`src/rtl/control_sequencer_pkg.sv`:
```
// rtl/control_sequencer_pkg.sv - shared opcodes, T-state encodings and control-word type for the SAP-1 sequencer
package control_sequencer_pkg;

    localparam logic [3:0] OP_LDA = 4'b0000;
    localparam logic [3:0] OP_ADD = 4'b0001;
    localparam logic [3:0] OP_SUB = 4'b0010;
    localparam logic [3:0] OP_OUT = 4'b1110;
    localparam logic [3:0] OP_HLT = 4'b1111;

    typedef logic [5:0] tstate_t;

    localparam tstate_t T1 = 6'b000001;
    localparam tstate_t T2 = 6'b000010;
    localparam tstate_t T3 = 6'b000100;
    localparam tstate_t T4 = 6'b001000;
    localparam tstate_t T5 = 6'b010000;
    localparam tstate_t T6 = 6'b100000;

    // Field order Cp Ep Lm' CE' Li' Ei' La' Ea Su Eu Lb' Lo'; _n marks active-low lines.
    typedef struct packed {
        logic cp;
        logic ep;
        logic lm_n;
        logic ce_n;
        logic li_n;
        logic ei_n;
        logic la_n;
        logic ea;
        logic su;
        logic eu;
        logic lb_n;
        logic lo_n;
    } ctrl_word_t;

    localparam ctrl_word_t CW_NOP = 12'b0011_1110_0011;

    function automatic logic is_onehot6(input tstate_t s);
        return (s != 6'd0) && ((s & (s - 6'd1)) == 6'd0);
    endfunction

    function automatic logic is_defined_op(input logic [3:0] op);
        return (op == OP_LDA) || (op == OP_ADD) || (op == OP_SUB) ||
               (op == OP_OUT) || (op == OP_HLT);
    endfunction

endpackage

```
`src/rtl/control_ring_counter.sv`:
```
// rtl/control_ring_counter.sv - falling-edge six-state one-hot T-state ring with freeze and early wrap
module control_ring_counter
    import control_sequencer_pkg::*;
(
    input  logic    clk_i,
    input  logic    clr_i,
    input  logic    freeze_i,
    input  logic    wrap_i,
    output tstate_t state_o
);

    tstate_t state_q;
    tstate_t state_d;

    // Legality is checked before freeze so a corrupted ring always recovers.
    always_comb begin
        state_d = state_q;
        if (!is_onehot6(state_q)) begin
            state_d = T1;
        end else if (freeze_i) begin
            state_d = state_q;
        end else if (wrap_i || (state_q == T6)) begin
            state_d = T1;
        end else begin
            state_d = state_q << 1;
        end
    end

    always_ff @(negedge clk_i or posedge clr_i) begin
        if (clr_i) begin
            state_q <= T1;
        end else begin
            state_q <= state_d;
        end
    end

    assign state_o = state_q;

endmodule

```
`src/rtl/control_sequencer.sv`:
```
// rtl/control_sequencer.sv - SAP-1 controller-sequencer top: T-state ring plus opcode decode matrix
// Optional: CONTROL_SEQUENCER_EARLY_RETIRE_EN returns the ring to T1 after the last useful state.
module control_sequencer
    import control_sequencer_pkg::*;
(
    input  logic       clk,
    input  logic       clr,
    input  logic [3:0] op_code,
    output logic       inc,
    output logic       pc_out_en,
    output logic       low_ld_mar,
    output logic       low_mem_out_en,
    output logic       low_ld_ir,
    output logic       low_ir_out_en,
    output logic       low_ld_acc,
    output logic       acc_out_en,
    output logic       sub_add,
    output logic       subadd_out_en,
    output logic       low_ld_b_reg,
    output logic       low_ld_out_reg,
    output logic       low_halt
);

    tstate_t    state;
    logic       halted_q;
    logic       halted_d;
    logic       halt_req;
    logic       freeze;
    logic       wrap;
    logic       is_arith;
    ctrl_word_t cw;
    logic       halt_n;

    assign halt_req = (state == T4) && (op_code == OP_HLT) && !halted_q;
    assign freeze   = halted_q || halt_req;
    assign halted_d = halted_q || halt_req;
    assign is_arith = (op_code == OP_ADD) || (op_code == OP_SUB);

`ifdef CONTROL_SEQUENCER_EARLY_RETIRE_EN
    assign wrap = ((state == T3) && !is_defined_op(op_code)) ||
                  ((state == T4) && (op_code == OP_OUT)) ||
                  ((state == T5) && (op_code == OP_LDA));
`else
    assign wrap = 1'b0;
`endif

    control_ring_counter u_ring (
        .clk_i    (clk),
        .clr_i    (clr),
        .freeze_i (freeze),
        .wrap_i   (wrap),
        .state_o  (state)
    );

    // Halt flag shares the ring's falling-edge timing so the freeze lands on the same edge.
    always_ff @(negedge clk or posedge clr) begin
        if (clr) begin
            halted_q <= 1'b0;
        end else begin
            halted_q <= halted_d;
        end
    end

    always_comb begin
        cw     = CW_NOP;
        halt_n = 1'b1;
        if (clr) begin
            cw     = CW_NOP;
        end else if (halted_q) begin
            halt_n = 1'b0;
        end else begin
            case (state)
                T1: begin
                    cw.ep   = 1'b1;
                    cw.lm_n = 1'b0;
                end
                T2: begin
                    cw.cp   = 1'b1;
                end
                T3: begin
                    cw.ce_n = 1'b0;
                    cw.li_n = 1'b0;
                end
                T4: begin
                    cw.su = (op_code == OP_SUB);
                    if ((op_code == OP_LDA) || is_arith) begin
                        cw.ei_n = 1'b0;
                        cw.lm_n = 1'b0;
                    end else if (op_code == OP_OUT) begin
                        cw.ea   = 1'b1;
                        cw.lo_n = 1'b0;
                    end else if (op_code == OP_HLT) begin
                        halt_n  = 1'b0;
                    end
                end
                T5: begin
                    cw.su = (op_code == OP_SUB);
                    if (op_code == OP_LDA) begin
                        cw.ce_n = 1'b0;
                        cw.la_n = 1'b0;
                    end else if (is_arith) begin
                        cw.ce_n = 1'b0;
                        cw.lb_n = 1'b0;
                    end
                end
                T6: begin
                    cw.su = (op_code == OP_SUB);
                    if (is_arith) begin
                        cw.eu   = 1'b1;
                        cw.la_n = 1'b0;
                    end
                end
                default: begin
                    cw = CW_NOP;
                end
            endcase
        end
    end

    assign inc            = cw.cp;
    assign pc_out_en      = cw.ep;
    assign low_ld_mar     = cw.lm_n;
    assign low_mem_out_en = cw.ce_n;
    assign low_ld_ir      = cw.li_n;
    assign low_ir_out_en  = cw.ei_n;
    assign low_ld_acc     = cw.la_n;
    assign acc_out_en     = cw.ea;
    assign sub_add        = cw.su;
    assign subadd_out_en  = cw.eu;
    assign low_ld_b_reg   = cw.lb_n;
    assign low_ld_out_reg = cw.lo_n;
    assign low_halt       = halt_n;

endmodule

```
`config.mk`:
```
export PLATFORM = sky130hd
export DESIGN_NAME = control_sequencer
export DESIGN_NICKNAME = d
export VERILOG_FILES = /design/src/rtl/control_sequencer_pkg.sv /design/src/rtl/control_ring_counter.sv /design/src/rtl/control_sequencer.sv
export SDC_FILE = /design/constraint.sdc
export NUM_CORES = 1
export LEC_CHECK = 0
export BUFFER_PORTS_ARGS = -buffer_cell sky130_fd_sc_hd__buf_2
export CELL_PAD_IN_SITES_DETAIL_PLACEMENT = 2
export CELL_PAD_IN_SITES_GLOBAL_PLACEMENT = 2
export CORE_AREA = 5 5 69 46
export CTS_BUF_LIST = sky130_fd_sc_hd__clkbuf_2
export CTS_CLUSTER_SIZE = 10
export DETAILED_ROUTE_END_ITERATION = 12
export DIE_AREA = 0 0 74 51
export PLACE_DENSITY_LB_ADDON = 0.1
export SLEW_MARGIN = 40
export SYNTH_ARGS = -nofsm -noshare
export SYNTH_HDL_FRONTEND = slang
export SYNTH_SLANG_ARGS = --single-unit
```
`constraint.sdc`:
```
create_clock -name clk -period 1.8 [get_ports clk]
set_input_delay 0.09 -clock clk [delete_from_list [all_inputs] [get_ports clk]]
set_output_delay 0.09 -clock clk [all_outputs]
set_load 0.03 [all_outputs]
```
==> results of run 1 <==
-- per-stage QoR --
stage                     util [%]  instances  area (µm²)  setup WS, ps  hold slack [ps]
after floorplan                  -         77         736          -818              231
after detailed placement      44.1        156        1070          -847              595
after CTS                     58.9        173        1440          -925              592
after global placement        44.1        156        1070          -704              572
-- cell usage after synthesis (2+ instances only) --
master	n	area share (%)
o21ai_0	3	2.6
nor3b_1	2	2.6
nand2b_1	2	2.1
nor3_1	3	2.6
nor2_1	8	5.1
nand3_1	5	4.3
inv_1	6	3.8
nor2b_1	5	5.3
nand2_1	8	5.1
nor4_1	5	5.3
a211o_1	2	3.0
dfrtn_1	6	26
mux2i_1	4	6.8
clkbuf_1	3	1.9
-- cell families after synthesis --
kind of cell,count (synthesis),share of synthesized area [%]
adder cells (fa/ha/maj),1,1.92
AND/OR/NAND/NOR,43,39.0
buffers and inverters,10,7.68
multiplexers,4,6.82
AO/OA/AOI/OAI,12,14.5
flip-flops,7,30.1
-- what timing repair did --
action	in CTS
resized for setup	62
buffers inserted	15
pin swaps	17
endpoints found under the setup margin	18
==> results by group, run 1 <==
Synth
  – Seq/Total Area, Yosys: 30.1%
  – Synth warnings: 0
  – Syn Inst Count: 77
  – Syn_area_per_cell: 7.62 µm²
  – Netlist cell types: 29
  – Mapped cell area: 587 µm²
  – #FFs+latches synth: 7
  – Commonest register cell after synthesis: dfrtn_1
  – Async SR Flop Fraction: 100%
  – Post-synth EDFFs: 0
  – Syn_nets: 83

Placement
  – Port bufs: 18
  – Hpwl dp: 2490 µm
  – Routability cong.: 0.744

CTS
  – Clock buffer depth: 2
  – CTS Sinks: 7
  – Root buffer cell: clkbuf_2
  – CTS buffer count: 3
  – Hold_buf cts: 0
  – CTS HTree Levels: 1

STA
  – Worst ep type: top-level output
  – GR repair worst EP: low_ld_mar

Floorplan
  – Site Rows: 14
  – Ports: 19
  – Die Wd: 74 µm
  – Die Y: 51 µm
  – Initial core utilization: 24.1%

Run status
  – Failed at: 5_1_grt
  – Outcome: stopped before the end
  – Stop err: [ERROR DPL-0033] detailed placement checks failed during check placement.

GRT
  – Initial antenna violation count: 1
  – Largest net degree at the start of global routing: 8
==> run 2, diff against run 1 <==
Settings changed: CELL_PAD_IN_SITES_DETAIL_PLACEMENT 2 to default, CELL_PAD_IN_SITES_GLOBAL_PLACEMENT 2 to default, CORE_AREA 5 5 69 46 to 5 5 66 68, CTS_BUF_LIST sky130_fd_sc_hd__clkbuf_2 to default, CTS_CLUSTER_SIZE 10 to default, DIE_AREA 0 0 74 51 to 0 0 71 73, PLACE_DENSITY_LB_ADDON 0.1 to 0.15.
Clock period 1.8 ns to 2.34 ns, I/O delays scaled along.
==> results by group, run 2 <==
Run status
  – Outcome: finished, violations left (was stopped before the end)
  – Failing checks: setup timing

CTS
  – CTS tree: done
  – CTS HTree Levels: 1 (unchanged)
  – Later-pin clock latency in the skew report: 290 ps
  – CTS buffer count: 3 (unchanged)
  – Hold_buf cts: 0 (unchanged)
  – Clock buffer depth: 2 (unchanged)
  – Root buffer cell: clkbuf_8 (was clkbuf_2)
  – CTS Sinks: 7 (unchanged)
  – Clock transition at path regs: 30 ps

Finish
  – Fill cells: 401
  – N_diodes: 0
  – Share of cells above drive strength 1: 70.6%
  – Number of flip-flops in the largest register: 6
  – Most common cell after layout, fill and taps aside: buf_4
  – Fin nets: 150
  – Post-Layout Inst Area: 1430 µm²
  – Final Non-Filler Cells: 193
  – Most frequent cells in the layout: buf_4 (44), buf_6 (17), nor2_1 (8)
  – Final core utilization: 37.7%
  – Synthesis-to-layout area growth: 144%

Synth
  – Syn_nets: 83 (unchanged)
  – Syn Inst Count: 77 (unchanged)
  – Netlist cell types: 29 (unchanged)
  – Post-synth EDFFs: 0 (unchanged)
  – Seq/Total Area, Yosys: 30.1% (unchanged)
  – Mapped cell area: 587 µm² (unchanged)
  – Synth warnings: 0 (unchanged)
  – Post-synth top area share: 25.6% (unchanged)
  – Commonest register cell after synthesis: dfrtn_1 (unchanged)
  – Most area-hungry cell type in the Yosys netlist: dfrtn_1 (unchanged)
  – Synth cell count leaders: nand2_1 (8), nor2_1 (8), dfrtn_1 (6), inv_1 (6) (unchanged)
  – Syn_area_per_cell: 7.62 µm² (unchanged)
  – Top post-synthesis cells by area: dfrtn_1 (26%), mux2i_1 (6.8%), nor2b_1 (5.3%), nor4_1 (5.3%), nand2_1 (5.1%) (unchanged)
  – #FFs+latches synth: 7 (unchanged)
  – Async SR Flop Fraction: 100% (unchanged)

Pwr
  – LEAKAGE: 0.000655 µW
  – Worst IR Drop VDD: 0.000248 V
  – Power density over the cells: 987 nW/µm²

STA
  – Setup violations, final: 13
  – Worst-Margin Slew: 579 ps
  – Unrepaired setup endpoints after global routing: true
  – Slew Viols, Final: 0
  – Max-slew headroom: 60.9%
  – Final Hold Fails: 0
  – Clk_skew: 42.8 ps
  – Worst setup margin: -583 ps

Placement
  – Routability cong.: 0.776 (was 0.744)
  – Placed insts: 172 (was 156)
  – Pre-CTS setup slack: -446 ps (was -847 ps)
  – Placed cell area: 1070 µm² (about the same)
  – Port bufs: 18 (unchanged)
  – Hpwl dp: 1790 µm (was 2490 µm)

Drt
  – Wire per inst: 12.0 µm
  – 1st-pass router iterations: 4
  – Vias per inst: 4.28
  – Vias: 827
  – Total length of routed wires: 2310 µm
  – Detail Route Antenna Nets: 0
  – Detailed Route Iter0 Violations: 26
  – Residual DRC: 0

Critical path
  – Worst EP required: 2220 ps
  – Worst-path fanout max: 5
  – CP startpoint kind: flop
  – Crit path kind: reg2out
  – Crit end category: output port
  – Worst Path Arrival: 2810 ps

Floorplan
  – Ports: 19 (unchanged)
  – Site Rows: 23 (was 14)
  – Die Y: 73 µm (was 51 µm)
  – Die Wd: 71 µm (was 74 µm)
  – CORE AREA: 3800 µm²
  – Initial core utilization: 15.4% (was 24.1%)
  – Full die area: 5180 µm²

GRT
  – Initial antenna violation count: 0
  – Vias in the first global route: 893
  – Largest net degree at the start of global routing: 9
  – Total Routing Usage GR: 9.89%
  – First-pass GRT wire length: 4080 µm
  – Total gr overflow: 0

Hold path
  – Min-Delay Path Class: in2out

Flow run
  – Max_cap viols: 0
## run 2: per-stage QoR
| stage | hold WS (ps) | total power, µW | TNS [ps] |
|---|---|---|---|
| after detailed placement | 643 | 955 | -5260 |
| after global placement | 643 | 949 | -5120 |
| after floorplan | 285 | 692 | -4230 |
| final | 623 | 1420 | -6780 |
| after global routing | 635 | 1530 | -7940 |
| after CTS | 632 | 1360 | -7280 |
## run 2: what timing repair did
action / in CTS / in global routing
resized for setup: 37 / 12
setup endpoints to repair: 13 / 17
pin swaps: 10 / 7
setup buffers: 17 / 5
## run 2: per-layer routing
metal	part of all wire, %	global-route usage, %
met3	2.1	1.93
met2	58	19.1
met4	0.82	2.51
met1	39	11.1
met5	0	0
## run 2: cell type report
class / instances / area [µm²] / share of cell area [%]
flip-flops and latches: 7 / 176 / 12.3
multi-input cells: 60 / 581 / 40.5
well taps: 50 / 62.6 / 4.36
inverters: 5 / 18.8 / 1.31
clock inverters: 2 / 7.51 / 0.524
clock buffers: 3 / 41.3 / 2.88
repair buffers: 66 / 547 / 38.1
## run 2: kinds of logic (layout without fill, tap and decap cells)
| logic type | Yosys count | after routing | share of synthesized area, % |
|---|---|---|---|
| buf+inv | 10 | 76 | 7.68 |
| fa+ha+maj | 1 | 1 | 1.92 |
| compound gates | 12 | 12 | 14.5 |
| flops | 7 | 7 | 30.1 |
| mux | 4 | 4 | 6.82 |
| simple gates | 43 | 43 | 39.0 |
## run 2: path summary, 6_finish.rpt
path	start	endpoint	slack, ps	depth (start not counted)
setup / recovery	u_ring.state_o[4]$_DFFE_NP0P_	acc_out_en	-580	5
hold / removal	clr	low_ld_out_reg	620	4
setup reg to reg	u_ring.state_o[5]$_DFFE_NP0P_	u_ring.state_o[0]$_DFFE_NP1P_	100	12
hold reg to reg	u_ring.state_o[2]$_DFFE_NP0P_	u_ring.state_o[3]$_DFFE_NP0P_	720	3
max in group asynchronous	clr	u_ring.state_o[0]$_DFFE_NP1P_	1000	2
min in group asynchronous	clr	u_ring.state_o[5]$_DFFE_NP0P_	970	2
## run 2: critical path, cell delays in order (launching register included)
cell and delay, ps:
dfrtn_1 400, buf_4 180, nor4_4 170, nand3_2 130
nor4_4 300, buf_4 210
## run 2: where the power goes
| group | leakage (µW) | switching [µW] | internal, µW |
|---|---|---|---|
| combinational | 0.000531 | 438 | 565 |
| sequential | 0.0000918 | 72.7 | 171 |
| clock | 0.0000322 | 52.9 | 115 |
Power figures use the tool's default switching activity.
